**config.mk**
```make
export PLATFORM = sky130hd
export DESIGN_NAME = alu_mul_seq
export DESIGN_NICKNAME = d
export VERILOG_FILES = /design/src/rtl/alu_mul_seq.sv
export SDC_FILE = /design/constraint.sdc
export NUM_CORES = 1
export LEC_CHECK = 0
export BUFFER_PORTS_ARGS = -buffer_cell sky130_fd_sc_hd__buf_2
export CORE_ASPECT_RATIO = 1.5
export CORE_MARGIN = 2
export CORE_UTILIZATION = 35
export DETAILED_ROUTE_END_ITERATION = 8
export MAX_ROUTING_LAYER = met4
export PLACE_DENSITY = 0.6
export SYNTH_ARGS = -nofsm -noshare
export SYNTH_HDL_FRONTEND = slang
export SYNTH_SLANG_ARGS = --single-unit
```
**constraint.sdc**
```tcl
create_clock -name clk_i -period 1.33 [get_ports clk_i]
set_input_delay 0.266 -clock clk_i [delete_from_list [all_inputs] [get_ports clk_i]]
set_output_delay 0.266 -clock clk_i [all_outputs]
set_load 0.02 [all_outputs]
```
**src/rtl/alu_mul_seq.sv**
```systemverilog
// ============================================================================
// Module   : alu_mul_seq
// Brief    : Shift-and-add 8x8 multiplier (low byte) sequenced over a shared ALU.
// Revision : 1.0
// ============================================================================
`default_nettype none

module alu_mul_seq (
    input  logic       clk_i,
    input  logic       rst_i,
    input  logic       start_i,
    input  logic [7:0] mul_a_i,
    input  logic [7:0] mul_b_i,
    output logic       busy_o,
    output logic       done_o,
    output logic [7:0] product_o,
    output logic [7:0] alu_a_o,
    output logic [7:0] alu_b_o,
    output logic       alu_sc_o,
    output logic [2:0] alu_op_o,
    input  logic [7:0] alu_out_i,
    input  logic       alu_zero_i
);

    localparam logic [2:0] c_OP_ADD = 3'b000;
    localparam logic [2:0] c_OP_AND = 3'b001;
    localparam logic [2:0] c_OP_SRL = 3'b011;

    typedef enum logic [2:0] {
        S_IDLE = 3'd0,
        S_CHK  = 3'd1,
        S_ADD  = 3'd2,
        S_SHB  = 3'd3,
        S_SHA  = 3'd4,
        S_DONE = 3'd5
    } state_t;

    state_t     state_q, state_d;
    logic [7:0] a_q, a_d;
    logic [7:0] b_q, b_d;
    logic [7:0] p_q, p_d;
    logic [7:0] product_q, product_d;

    always_ff @(posedge clk_i) begin
        if (rst_i) begin
            state_q   <= S_IDLE;
            a_q       <= 8'h00;
            b_q       <= 8'h00;
            p_q       <= 8'h00;
            product_q <= 8'h00;
        end else begin
            state_q   <= state_d;
            a_q       <= a_d;
            b_q       <= b_d;
            p_q       <= p_d;
            product_q <= product_d;
        end
    end

    always_comb begin
        state_d   = state_q;
        a_d       = a_q;
        b_d       = b_q;
        p_d       = p_q;
        product_d = product_q;
        alu_a_o   = 8'h00;
        alu_b_o   = 8'h00;
        alu_op_o  = c_OP_ADD;

        case (state_q)
            S_IDLE: begin
                if (start_i) begin
                    a_d     = mul_a_i;
                    b_d     = mul_b_i;
                    p_d     = 8'h00;
                    state_d = S_CHK;
                end
            end
            S_CHK: begin
                alu_a_o  = b_q;
                alu_b_o  = 8'h01;
                alu_op_o = c_OP_AND;
                state_d  = alu_zero_i ? S_SHB : S_ADD;
            end
            S_ADD: begin
                alu_a_o  = p_q;
                alu_b_o  = a_q;
                alu_op_o = c_OP_ADD;
                p_d      = alu_out_i;
                state_d  = S_SHB;
            end
            S_SHB: begin
                alu_a_o  = b_q;
                alu_b_o  = 8'h00;
                alu_op_o = c_OP_SRL;
                b_d      = alu_out_i;
                // Multiplier exhausted: p is final, publish it for the Done cycle.
                if (alu_zero_i) begin
                    product_d = p_q;
                    state_d   = S_DONE;
                end else begin
                    state_d   = S_SHA;
                end
            end
            S_SHA: begin
                alu_a_o  = a_q;
                alu_b_o  = a_q;
                alu_op_o = c_OP_ADD;
                a_d      = alu_out_i;
                state_d  = S_CHK;
            end
            S_DONE: begin
                state_d = S_IDLE;
            end
            default: begin
                state_d = S_IDLE;
            end
        endcase
    end

    assign busy_o    = (state_q == S_CHK) || (state_q == S_ADD) ||
                       (state_q == S_SHB) || (state_q == S_SHA);
    assign done_o    = (state_q == S_DONE);
    assign product_o = product_q;
    assign alu_sc_o  = 1'b0;

endmodule

`default_nettype wire

```
==> impl_metrics.csv <==
group,metric,value,unit
run_status,status,"finished, violations left",
run_status,violations,"setup timing",
cells_and_area,drive_above_1_share,46.8,%
yosys,ys_ff_latch,35,
clock_network,cts_max_level,2,
global_route,grt.overflow.total,0,
timing,fin_crit,1650,ps
yosys,synth_cell_types,36,
yosys,ys_seq_area_share,37.2,%
critical_path,crit_fanout,8,
power,ir_worst_vdd,0.716,mV
route,viasPerCell,5.20,
cells_and_area,fillers,487,
route,wl,5600,um
yosys,yosysMostFrequentCell,"dfxtp_1",
timing,clock_skew,4.29,ps
timing,fmax,605,MHz
clock_network,cts-root-buf,"clkbuf_8",
yosys,synthFlopType,"dfxtp_1",
clock_network,clockBufferDepth,2,
timing,slew_violations,0,
min_path,hold_path.class,"in -> reg",
route,dr.pass1.iters,4,
route,maxUsedRoutingLayer,"met4",
critical_path,worstSetupStartpointType,"register",
yosys,synth_common_cells,"dfxtp_1 (35), nand2_1 (33), a21oi_1 (18), o21ai_0 (18), nor2_1 (17)",
die,start_util,36.5,%
cells_and_area,nets,343,
placed_design,portBuffers,55,
die,core,5160,um^2
clock_network,cts.sinks,35,
cells_and_area,final_core_util,55.4,%
timing,grt_setup_unrepaired,"true",
die,ios,58,
route,drc,0,
critical_path,arrival,1390,ps
yosys,async_flop_share,0,%
yosys,yosys.area.top_type,"dfxtp_1",
timing,timing.final.crit_share,124,%
clock_network,clk_pin_slew,70,ps
global_route,grt_pass1_vias,1896,
die,die_y,93.9,um
route,wl_met3,233,um
route,detail-route-antenna-nets,0,
placed_design,dp.final_hpwl,4110,um
clock_network,cts_tree,"done",
global_route,antenna_found_initial,0,
route,dr.first_iter.drc_count,70,
die,die_x,63.9,um
timing,setup_ws,-323,ps
critical_path,crit_type,"reg -> out",
route,wl_per_cell,14.6,um
power,p_per_area,1070,nW/um^2
power,p_leak,0.00118,uW
yosys,netlist_area,1890,um^2
route,vias,1997,
die,die_area,6000,um^2
placed_design,dp_slack,-333,ps
yosys,synth_edf_count,0,
clock_network,clock_latency,280,ps
yosys,syn_inst,245,
yosys,synth_area_leaders,"dfxtp_1 (37%), nand2_1 (6.6%), a21oi_1 (4.8%), o21ai_0 (4.8%), nor3_1 (4.0%)",
global_route,grtUsageTotal,19.9,%
yosys,yosysTopAreaCellShare,37.2,%
critical_path,endpoint_kind,"output port",
cells_and_area,syn2layout_area_growth,51.8,%
job,drv_cap,0,
critical_path,cp.required,1060,ps
yosys,syn_avg_cell_area,7.70,um^2
placed_design,gp_congestion,0.875,
die,fp-row-count,32,
clock_network,cts_made_buffers,5,
timing,setup_viol,32,
route,dr_wl_met2,2950,um
power,p_total,3060,uW
cells_and_area,num_antenna_cells,0,
yosys,synth_warnings,0,
timing,hold_viol,0,
global_route,grt_max_degree,21,
route,drt-met1-wl,2320,um
global_route,grt_pass1_wl,9180,um
-- cell usage in the layout, fill, tap and decap left out, types with 2 or more instances in the layout --
cell type   n
a21oi_1    16
a21oi_2     2
a221oi_1    6
a221oi_2    2
a22o_1      7
a22oi_1     6
a22oi_2     2
buf_12      2
buf_2      36
buf_4      24
buf_6      20
buf_8       2
clkbuf_8    6
conb_1      2
dfxtp_1    32
dfxtp_2     2
inv_1      16
nand2_1    30
nand2_2     2
nand2b_1    9
nor2_1      8
nor2_2      5
nor2_4      5
nor2b_1     2
nor2b_4     2
nor3_1      8
nor3_2      3
nor3_4      4
nor3b_2     2
nor4_1      8
o21ai_1     2
o21ai_2    16
o31ai_1     8
or2_4       2
-- cell type report --
cell class,instances,area (um^2),area share (%)
clock buffer,6,82.6,2.88
clock inverter,2,35.0,1.22
inverter,16,60.1,2.10
multi-input combinational,173,1240,43.2
sequential,35,707,24.7
tap,68,85.1,2.97
timing repair buffer,84,656,22.9
-- through the flow --
| stage | setup TNS [ps] | cell area [um^2] | cells | hold slack, ps |
|---|---|---|---|---|
| after floorplan | -1460 | 1960 | 246 | 406 |
| after global placement | -5470 | 2350 | 367 | 440 |
| after detailed placement | -6090 | 2350 | 367 | 444 |
| after CTS | -6880 | 2760 | 384 | 240 |
| after global routing | -9580 | 2860 | 384 | 245 |
| final | -7220 | 2860 | 384 | 250 |
-- critical path, stage by stage (launching register included) --
cell	delay, ps
dfxtp_2	330
buf_6	130
nor3b_2	200
buf_6	170
nand2_2	60
o21ai_2	70
buf_6	140
-- sequential cells by signal, indices dropped and copies added (netlist names) --
register	cells
state_q	3
p_q	8
product_o	8
a_q	8
b_q	8
-- kinds of logic (layout without fill, tap and decap cells) --
| logic type | Yosys count | after routing | synth area share [%] |
|---|---|---|---|
| xor+xnor | 1 | 1 | 0.465 |
| mux | 1 | 1 | 0.531 |
| compound gates | 71 | 71 | 24.7 |
| flops | 35 | 35 | 37.2 |
| simple gates | 97 | 98 | 26.7 |
| buf+inv | 39 | 108 | 10.3 |
| other cells | 1 | 2 | 0.199 |
-- routing by layer --
layer  up-vias  track usage, %
li1        995               -
met4         0            6.16
met5         -               -
met1       924            23.9
met3        13            3.60
met2        65            33.7
-- where the power goes --
group	internal (uW)	leakage (uW)	switching (uW)	total [uW]
Sequential	1130	0.000288	63.3	1190
Clock	606	0.0000612	388	994
Combinational	405	0.000834	470	874
-- final timing paths --
path	startpoint	end	slack [ps]	depth (start not counted)
setup / recovery	state_q[1]	alu_a_o[3]	-320	6
hold / removal	alu_out_i[4]	p_q[4]	250	3
setup reg to reg	state_q[0]	b_q[3]	-220	5
hold reg to reg	product_o[3]	product_o[3]	460	2
-- what timing repair did --
item,in CTS,in global routing
hold buffers,0,0
endpoints found under the setup margin,45,45
gates resized for setup,79,23
gates cloned,1,0
buffers inserted,8,1
pin swaps,7,4
hold endpoints to repair,0,0
Note: power is estimated with default switching activity, not from simulation.
